**config.mk**
```make
export PLATFORM = sky130hd
export DESIGN_NAME = input_vc_buffer
export DESIGN_NICKNAME = d
export VERILOG_FILES = /design/src/rtl/noc_params.sv /design/src/rtl/flit_fifo.sv /design/src/rtl/input_vc_buffer.sv
export SDC_FILE = /design/constraint.sdc
export NUM_CORES = 1
export LEC_CHECK = 0
export ABC_AREA = 1
export CORE_UTILIZATION = 50
export CTS_BUF_LIST = sky130_fd_sc_hd__clkbuf_8
export DETAILED_ROUTE_END_ITERATION = 7
export PLACE_DENSITY = 0.82
export SYNTH_ARGS = -nofsm -noshare
export SYNTH_HDL_FRONTEND = slang
export SYNTH_SLANG_ARGS = --single-unit
```
**constraint.sdc**
```tcl
create_clock -name clk -period 2.9 [get_ports clk]
set_input_delay 0.435 -clock clk [delete_from_list [all_inputs] [get_ports clk]]
set_output_delay 0.435 -clock clk [all_outputs]
set_load 0.05 [all_outputs]
```
**src/rtl/noc_params.sv**
```systemverilog
// Shared NoC router parameters: default buffer geometry, width helper, flit type.
package noc_params;

  localparam int DEF_FLIT_SIZE = 32;
  localparam int DEF_VC_NUM    = 2;
  localparam int DEF_DEPTH     = 8;

  // Ceiling log2; returns the bit count needed to index `value` items.
  function automatic int clog2(input int value);
    int r;
    r = 0;
    for (int i = 0; i < 31; i++) begin
      if ((1 << i) < value) begin
        r = i + 1;
      end
    end
    return r;
  endfunction

  typedef logic [DEF_FLIT_SIZE-1:0] flit_t;

endpackage

```
**src/rtl/flit_fifo.sv**
```systemverilog
// Single-VC circular flit FIFO. Full/empty come from the occupancy counter,
// and a write to a full FIFO is accepted when a read pops in the same cycle.
module flit_fifo
  import noc_params::*;
#(
  parameter int WIDTH = DEF_FLIT_SIZE,
  parameter int DEPTH = DEF_DEPTH
) (
  input  logic                       clk,
  input  logic                       rst,
  input  logic                       wr_en,
  input  logic                       rd_en,
  input  logic [WIDTH-1:0]           data,
  output logic [WIDTH-1:0]           head,
  output logic                       full,
  output logic                       empty,
  output logic [clog2(DEPTH+1)-1:0]  count,
  output logic                       wr_rej,
  output logic                       rd_rej
);

  localparam int PTR_W = clog2(DEPTH);
  localparam int CNT_W = clog2(DEPTH + 1);
  localparam logic [PTR_W-1:0] LAST_PTR = PTR_W'(DEPTH - 1);
  localparam logic [CNT_W-1:0] FULL_CNT = CNT_W'(DEPTH);

  logic [WIDTH-1:0] mem_q [DEPTH];
  logic [PTR_W-1:0] rptr_q, rptr_d;
  logic [PTR_W-1:0] wptr_q, wptr_d;
  logic [CNT_W-1:0] count_q, count_d;
  logic             full_q, full_d;
  logic             empty_q, empty_d;
  logic             wr_ok;
  logic             rd_ok;

  // Accept/reject decisions; reads never see a same-cycle write (no bypass).
  always_comb begin
    rd_ok  = rd_en & ~empty_q;
    wr_ok  = wr_en & (~full_q | rd_ok);
    wr_rej = wr_en & ~wr_ok;
    rd_rej = rd_en & ~rd_ok;
  end

  // Next pointers, occupancy and flags; pointers wrap by explicit compare.
  always_comb begin
    if (rd_ok) begin
      rptr_d = (rptr_q == LAST_PTR) ? '0 : rptr_q + PTR_W'(1);
    end else begin
      rptr_d = rptr_q;
    end
    if (wr_ok) begin
      wptr_d = (wptr_q == LAST_PTR) ? '0 : wptr_q + PTR_W'(1);
    end else begin
      wptr_d = wptr_q;
    end
    case ({wr_ok, rd_ok})
      2'b10:   count_d = count_q + CNT_W'(1);
      2'b01:   count_d = count_q - CNT_W'(1);
      default: count_d = count_q;
    endcase
    full_d  = (count_d == FULL_CNT);
    empty_d = (count_d == CNT_W'(0));
  end

  // Control state with asynchronous reset to an empty FIFO.
  always_ff @(posedge clk or posedge rst) begin
    if (rst) begin
      rptr_q  <= '0;
      wptr_q  <= '0;
      count_q <= '0;
      full_q  <= 1'b0;
      empty_q <= 1'b1;
    end else begin
      rptr_q  <= rptr_d;
      wptr_q  <= wptr_d;
      count_q <= count_d;
      full_q  <= full_d;
      empty_q <= empty_d;
    end
  end

  // Flit storage; contents are intentionally left unreset.
  always_ff @(posedge clk) begin
    if (wr_ok) begin
      mem_q[wptr_q] <= data;
    end
  end

  assign head  = mem_q[rptr_q];
  assign full  = full_q;
  assign empty = empty_q;
  assign count = count_q;

endmodule

```
**src/rtl/input_vc_buffer.sv**
```systemverilog
// Router input-port buffer: VC_NUM flit FIFOs sharing one write and one read
// port, with per-VC flags/occupancy and a registered protocol-error pulse.
module input_vc_buffer
  import noc_params::*;
#(
  parameter int FLIT_SIZE = DEF_FLIT_SIZE,
  parameter int DEPTH     = DEF_DEPTH,
  parameter int VC_NUM    = DEF_VC_NUM
) (
  input  logic                                 clk,
  input  logic                                 rst,
  input  logic [FLIT_SIZE-1:0]                 data_i,
  input  logic                                 write_i,
  input  logic [clog2(VC_NUM)-1:0]             wr_vc_i,
  input  logic                                 read_i,
  input  logic [clog2(VC_NUM)-1:0]             rd_vc_i,
  output logic [FLIT_SIZE-1:0]                 data_o,
  output logic [VC_NUM-1:0]                    full_o,
  output logic [VC_NUM-1:0]                    empty_o,
  output logic [VC_NUM*clog2(DEPTH+1)-1:0]     count_o,
  output logic                                 error_o
);

  localparam int VC_W  = clog2(VC_NUM);
  localparam int CNT_W = clog2(DEPTH + 1);

  logic [FLIT_SIZE-1:0] head [VC_NUM];
  logic [VC_NUM-1:0]    wr_en;
  logic [VC_NUM-1:0]    rd_en;
  logic [VC_NUM-1:0]    wr_rej;
  logic [VC_NUM-1:0]    rd_rej;
  logic                 wr_in_range;
  logic                 rd_in_range;
  logic                 error_q, error_d;

  // Compare one bit wider so a power-of-two VC_NUM does not truncate to 0.
  assign wr_in_range = ({1'b0, wr_vc_i} < (VC_W+1)'(VC_NUM));
  assign rd_in_range = ({1'b0, rd_vc_i} < (VC_W+1)'(VC_NUM));

  // Decode the shared write/read ports into per-VC enables.
  always_comb begin
    wr_en = '0;
    rd_en = '0;
    for (int v = 0; v < VC_NUM; v++) begin
      wr_en[v] = write_i & wr_in_range & (wr_vc_i == VC_W'(v));
      rd_en[v] = read_i  & rd_in_range & (rd_vc_i == VC_W'(v));
    end
  end

  // Present the head flit of the selected VC; out-of-range selects give 0.
  always_comb begin
    data_o = '0;
    for (int v = 0; v < VC_NUM; v++) begin
      data_o = (rd_vc_i == VC_W'(v)) ? head[v] : data_o;
    end
  end

  // Any rejected or out-of-range request raises the error next cycle.
  always_comb begin
    error_d = (write_i & ~wr_in_range) | (read_i & ~rd_in_range) |
              (|wr_rej) | (|rd_rej);
  end

  // Error pulse register.
  always_ff @(posedge clk or posedge rst) begin
    if (rst) begin
      error_q <= 1'b0;
    end else begin
      error_q <= error_d;
    end
  end

  assign error_o = error_q;

  for (genvar v = 0; v < VC_NUM; v++) begin : g_vc
    flit_fifo #(
      .WIDTH (FLIT_SIZE),
      .DEPTH (DEPTH)
    ) u_fifo (
      .clk    (clk),
      .rst    (rst),
      .wr_en  (wr_en[v]),
      .rd_en  (rd_en[v]),
      .data   (data_i),
      .head   (head[v]),
      .full   (full_o[v]),
      .empty  (empty_o[v]),
      .count  (count_o[v*CNT_W +: CNT_W]),
      .wr_rej (wr_rej[v]),
      .rd_rej (rd_rej[v])
    );
  end

endmodule

```
==> out/metrics.cfg, run 1 <==
[cells_and_area]
area_growth_pct = 18.77
drive_gt1_frac = 0.1392
antenna_cells = 0
nNetsFinal = 1959
fillCellCount = 3027

[worst_setup_path]
cp_cell_sequence = inv_6 -> clkbuf_16 -> o21ai_0 -> nand2_1 -> o211ai_1 -> nand2_1 -> buf_12
cp-start-kind = flop
cp.arrival_ns = 2.60
cp_top_family = compound AO/OA/AOI/OAI gates
cpMostUsedCell = nand2_1
cp_max_fo = 32
cp_slowest_cell = dfrtp_4
critical-path-max-stage-delay_ns = 0.54
cp.required_ns = 2.47
critPathKind = flop to output port
path_buf_inv = 3
cp-end-kind = output port

[synth]
synth_top_flop_cell = edfxtp_1
ys_types = 25
synth-edff-count = 512
yosysTopAreaCell = edfxtp_1
yosysWarnings = 0
synth.most_common_cell = edfxtp_1
synth_seq_cells = 537
yosys.area.top_type_share = 0.6987
syn_inst = 1781
synthArstFlopShare = 0.04655
synth_common_cells = edfxtp_1 (512), nor2_1 (254), o21ai_0 (187), nand2_1 (181), inv_1 (155)
seq_area_frac_synth = 0.7272
ys_top_cells_by_area = edfxtp_1 (70%), o211ai_1 (4.4%), nor2_1 (4.3%)
synth_area_per_cell_um2 = 12.36
synth_nets = 1833
syn_area_um2 = 22010

[pwr]
power_density_nw_per_um2 = 1025
peakVddDrop_v = 0.0005809
p_leak_uw = 0.009490
power_uw = 26790

[drt]
ant_nets = 0
vias = 14919
dr.pass1.iters = 6
viasPerCell = 5.841
drt-total-wl_um = 56990
drc_errors = 0
wl_per_cell_um = 22.32
drt_iter0_markers = 1861

[floorplanning]
start_util = 0.5086
die_y_um = 211.8
rows = 76
fp.dieW_um = 211.8
io_pins = 83
dieArea_um2 = 44860
core_area_um2 = 43270

[sta]
slew_violations = 0
slew_headroom = 0.3603
hold_slack_ns = 0.1981
fmax_mhz = 329.1
finalCritPeriodShare = 1.048
finalWorstSetupSlack_ns = -0.1388
finalSetupViolations = 14
tightest_slew_ns = 0.9565
hold_viol = 0
rsz0062_at_grt = true
fin_crit_ns = 3.039
skew_ns = 0.03284

[hold_path]
hp-class = primary input to flop

[cts]
cts_sinks = 537
cts.path.max_buffers = 3
clock_latency_ns = 0.66
cts_made_buffers = 84
clkTransAtPathRegs_ns = 0.06
hold_buffers = 0
cts-root-buf = clkbuf_8
cts_tree = built
cts-htree-levels = 3

[job]
max-cap-violations = 0

[global_routing]
grt_use_total = 0.2417
antenna_found_initial = 0
overflow = 0
grt_pass1_wl_um = 80940
grt_pass1_vias = 14368
grt_max_degree = 82

[place]
dp_hpwl_um = 32000
gp_congestion = 0.8544
portBuffers = 82

[run_status]
violations = negative setup slack
outcome = finished, violations left

[worst min-delay path: cells and delay by family]
family                 cells  cell delay (ns)
buffers and inverters      1             0.12
and+or+nand+nor            3             0.23
[layer usage]
metal | share of wire | global-route usage | vias up
met5 | 0 | 0 | -
met4 | 0.030 | 0.09420 | 0
met3 | 0.13 | 0.06438 | 138
met2 | 0.47 | 0.3794 | 1009
met1 | 0.37 | 0.3221 | 7171
li1 | - | - | 6601
[path summary, 6_finish.rpt]
kind | slack, ns | end | depth (start not counted) | from
worst max-delay path | -0.14 | data_o[4] | 7 | g_vc[1].u_fifo.rptr_q[0]
worst min-delay path | 0.20 | g_vc[1].u_fifo.rptr_q[2] | 4 | rd_vc_i
worst max register to register | 0.62 | g_vc[1].u_fifo.full | 14 | g_vc[1].u_fifo.empty
worst min register to register | 0.55 | g_vc[0].u_fifo.wptr_q[0] | 1 | g_vc[0].u_fifo.wptr_q[0]
max in group asynchronous | 2.08 | g_vc[0].u_fifo.wptr_q[0] | 3 | rst
min in group asynchronous | 0.24 | g_vc[0].u_fifo.full | 2 | rst
[power breakdown]
| group | switching [uW] | internal (uW) |
|---|---|---|
| logic | 6980 | 3810 |
| registers | 384 | 9230 |
| clock network | 2950 | 3440 |
[repair_timing]
action	4_1_cts	5_1_grt
resized for setup	10	73
gates cloned	0	10
buffers inserted	3	8
setup endpoints to repair	25	28
pin swaps	2	39
[layout make-up]
| type | count | area (um2) | area share |
|---|---|---|---|
| clock buffers | 88 | 1211 | 0.04634 |
| clock inverters | 60 | 441.7 | 0.01690 |
| inverters | 157 | 594.3 | 0.02274 |
| multi-input cells | 978 | 5050 | 0.1932 |
| flip-flops and latches | 537 | 16020 | 0.6128 |
| well taps | 585 | 732.0 | 0.02801 |
| repair buffers | 149 | 2091 | 0.07999 |
[logic make-up (layout without fill, tap and decap cells)]
kind of cell / Yosys count / count (layout) / synth area share
AND/OR/NAND/NOR: 556 / 556 / 0.1023
buffers and inverters: 266 / 454 / 0.05384
AO/OA/AOI/OAI: 404 / 404 / 0.1071
XOR/XNOR: 4 / 4 / 0.001592
adder cells (fa/ha/maj): 14 / 14 / 0.007960
flip-flops: 537 / 537 / 0.7272
[cells in the final DEF, fill, tap and decap left out, types with 3 or more instances in the layout]
| cell | count |
|---|---|
| nor2_4 | 18 |
| clkinvlp_4 | 3 |
| o21ai_1 | 44 |
| inv_6 | 3 |
| a21oi_1 | 67 |
| clkinv_1 | 12 |
| dfrtp_4 | 3 |
| edfxtp_1 | 512 |
| clkinv_2 | 9 |
| inv_1 | 182 |
| dfrtp_1 | 18 |
| ha_1 | 14 |
| nor2_2 | 12 |
| buf_12 | 51 |
| nand3b_1 | 3 |
| nand2_1 | 161 |
| buf_16 | 3 |
| buf_4 | 31 |
| clkdlybuf4s50_1 | 49 |
| o211ai_1 | 130 |
| xnor2_1 | 4 |
| o21ai_0 | 156 |
| o21ai_2 | 3 |
| clkbuf_16 | 6 |
| clkbuf_8 | 88 |
| nand3_1 | 113 |
| bufinv_16 | 7 |
| buf_8 | 5 |
| nand2_2 | 20 |
| buf_6 | 3 |
| nor2_1 | 224 |
[flip-flops by register name, indices dropped and copies added, names as in the netlist]
| signal | flops |
|---|---|
| error_o | 1 |
| g_vc.u_fifo.count | 8 |
| g_vc.u_fifo.empty | 2 |
| g_vc.u_fifo.full | 2 |
| g_vc.u_fifo.mem_q | 512 |
| g_vc.u_fifo.rptr_q | 6 |
| g_vc.u_fifo.wptr_q | 6 |
[through the flow]
step	cell area [um2]	instances	setup TNS (ns)	utilization	setup WS, ns
final	26140	2554	-0.5421	0.6041	-0.1388
after global routing	26140	2554	-2.367	0.6041	-0.1797
after CTS	25730	2536	-0.3361	0.5946	-0.06535
after detailed placement	24020	2385	0	0.5552	0.1127
after global placement	24020	2385	0	0.5552	0.2205
after floorplan	22030	1781	-21.29	-	-0.1115
(Power assumes the default switching activity.)
==> inputs of run 2 (changes only) <==
--- a/config.mk
+++ b/config.mk
@@ -6,10 +6,13 @@
 export NUM_CORES = 1
 export LEC_CHECK = 0
 export ABC_AREA = 1
+export ABC_CLOCK_PERIOD_IN_PS = 2900
 export CORE_UTILIZATION = 50
 export CTS_BUF_LIST = sky130_fd_sc_hd__clkbuf_8
+export CTS_CLUSTER_DIAMETER = 200
 export DETAILED_ROUTE_END_ITERATION = 7
 export PLACE_DENSITY = 0.82
+export REMOVE_ABC_BUFFERS = 1
 export SYNTH_ARGS = -nofsm -noshare
 export SYNTH_HDL_FRONTEND = slang
 export SYNTH_SLANG_ARGS = --single-unit
==> out/metrics.cfg, run 2 (same netlist as run 1, synthesis figures left out) <==
[sta]
finalCritPeriodShare = 1.035  ; -0.01294
slew_violations = 0  ; unchanged
hold_viol = 0  ; unchanged
slew_headroom = 0.4208  ; +0.06044
tightest_slew_ns = 0.8662  ; -0.09037 ns
finalSetupViolations = 18  ; +4
finalWorstSetupSlack_ns = -0.1012  ; +0.03751 ns
rsz0062_at_grt = true
fmax_mhz = 333.2  ; +1.3%
skew_ns = 0.01701  ; -0.01583 ns
fin_crit_ns = 3.001  ; -0.03751 ns

[pwr]
p_leak_uw = 0.009469  ; -0.22%
peakVddDrop_v = 0.0006053  ; +4.2%
power_density_nw_per_um2 = 1001  ; -2.4%

[job]
max-cap-violations = 0  ; unchanged

[worst_setup_path]
cp_max_fo = 8  ; -75%
cp.arrival_ns = 2.57  ; -0.03 ns
cp.required_ns = 2.47  ; about the same
cp-end-kind = output port
critical-path-max-stage-delay_ns = 0.50  ; -0.04 ns
cp_slowest_cell = dfrtp_4
cp-start-kind = flop
critPathKind = flop to output port
cp_cell_sequence = buf_6 -> buf_12 -> nor2_2 -> nor2_1 -> o21ai_0 -> nand2_1 -> o211ai_1 -> nand2_1 -> buf_6

[cts]
cts_made_buffers = 83  ; -1.2%
cts.path.max_buffers = 3  ; unchanged
cts_tree = built
hold_buffers = 0  ; unchanged
clkTransAtPathRegs_ns = 0.06  ; about the same
cts-htree-levels = 3  ; unchanged
clock_latency_ns = 0.63  ; -0.03 ns
cts-root-buf = clkbuf_8
cts_sinks = 537  ; unchanged

[cells_and_area]
register_area_um2 = 16020  ; unchanged
multi_input_area_um2 = 5171  ; +2.4%
regMostFlops = g_vc.u_fifo.mem_q
fillCellCount = 3061  ; +1.1%
fin_area_um2 = 26120  ; about the same
antenna_cells = 0  ; unchanged
nNetsFinal = 1978  ; +0.97%
post-route-util = 0.6037  ; about the same
area_growth_pct = 18.70  ; about the same
largest_reg_flops = 512  ; unchanged
final_cell_mix = edfxtp_1 (512), nor2_1 (201), inv_1 (181), nand2_1 (171), o21ai_0 (142)
drive_gt1_frac = 0.1516  ; +0.01240
mostFrequentLayoutCell = edfxtp_1

[place]
gp_congestion = 0.8227  ; -3.7%
portBuffers = 82  ; unchanged
dp_hpwl_um = 30390  ; -5.0%
dpl_cell_area_um2 = 23650  ; -1.5%

[floorplanning]
fp.dieW_um = 211.8  ; unchanged
dieArea_um2 = 44860  ; unchanged
start_util = 0.5086  ; unchanged
io_pins = 83  ; unchanged
rows = 76  ; unchanged
die_y_um = 211.8  ; unchanged
core_area_um2 = 43270  ; unchanged

[global_routing]
overflow = 0  ; unchanged
grt_max_degree = 97  ; +18%
grt_pass1_vias = 14818  ; +3.1%
grtUsageMet1 = 0.3260  ; +0.003957
grt_pass1_wl_um = 81770  ; +1.0%
antenna_found_initial = 0  ; unchanged
grt_use_total = 0.2423  ; +0.0006547
grt_use_met3 = 0.05964  ; -0.004747
top_usage_layer = met2
grt_util_met2 = 0.3819  ; +0.002495

[run_status]
outcome = finished, violations left
violations = design-rule violations, negative setup slack

[drt]
dr.pass1.iters = 8  ; +2
drc_errors = 2  ; +2
drt-total-wl_um = 58100  ; +1.9%
ant_nets = 0  ; unchanged
wl_per_cell_um = 22.60  ; +1.3%
vias = 15179  ; +1.7%
viasPerCell = 5.904  ; +1.1%
drt_iter0_markers = 1876  ; +0.81%

[hold_path]
hp-class = primary input to flop

run 2: worst max-delay path, delay by kind of cell, from the launching register on:
family | cells | cell delay (ns)
buffers and inverters | 3 | 0.52
and+or+nand+nor | 4 | 0.45
AOI/OAI and AO/OA | 2 | 0.48
DFF | 1 | 0.50
run 2: timing repair:
| action | CTS | global route |
|---|---|---|
| pin swaps | 18 | 59 |
| buffers inserted | 17 | 4 |
| endpoints found under the setup margin | 32 | 32 |
| gates resized for setup | 62 | 115 |
| gates cloned | 7 | 13 |
run 2: power by group:
part	internal, uW	total [uW]	switching (uW)
clock network	2800	5660	2860
registers	9230	9600	372
logic	3750	10900	7130
total	15800	26100	10400
run 2: worst paths after layout:
path	slack (ns)	startpoint	cells after the start	to
min	0.18	rd_vc_i	3	error_o
min reg2reg	0.57	g_vc[1].u_fifo.count[0]	1	g_vc[1].u_fifo.count[0]
min in group asynchronous	0.30	rst	2	g_vc[1].u_fifo.wptr_q[1]
max	-0.10	g_vc[1].u_fifo.rptr_q[0]	9	data_o[0]
max reg2reg	0.69	g_vc[0].u_fifo.empty	8	g_vc[0].u_fifo.mem_q[7][27]
max in group asynchronous	1.89	rst	3	g_vc[0].u_fifo.empty
run 2: per-stage QoR:
stage / worst slack, ns / TNS, ns / instances / hold WS [ns] / total power, uW
after floorplan: -2.406 / -140.33 / 1672 / 0.4608 / 15080
after global placement: 0.3079 / 0 / 2389 / 0.5367 / 18050
after detailed placement: 0.2050 / 0 / 2389 / 0.5427 / 18360
after CTS: -0.04032 / -0.2611 / 2558 / 0.1655 / 24860
after global routing: -0.1669 / -2.281 / 2571 / 0.2155 / 27180
final: -0.1012 / -0.6856 / 2571 / 0.1791 / 26140
run 2: area by class of cell:
type,count,area share
sequential,537,0.6132
multi-input combinational,978,0.1980
timing repair buffer,167,0.08210
clock buffer,85,0.04479
tap,585,0.02802
inverter,157,0.02304
clock inverter,60,0.01025
timing repair inverter,2,0.0006706
run 2: routing by layer:
layer | wire (um) | share of wire | vias up
met1 | 21750 | 0.37 | 7313
li1 | - | - | 6642
met2 | 27450 | 0.47 | 1041
met5 | 0 | 0 | -
met4 | 2116 | 0.036 | 0
met3 | 6792 | 0.12 | 183
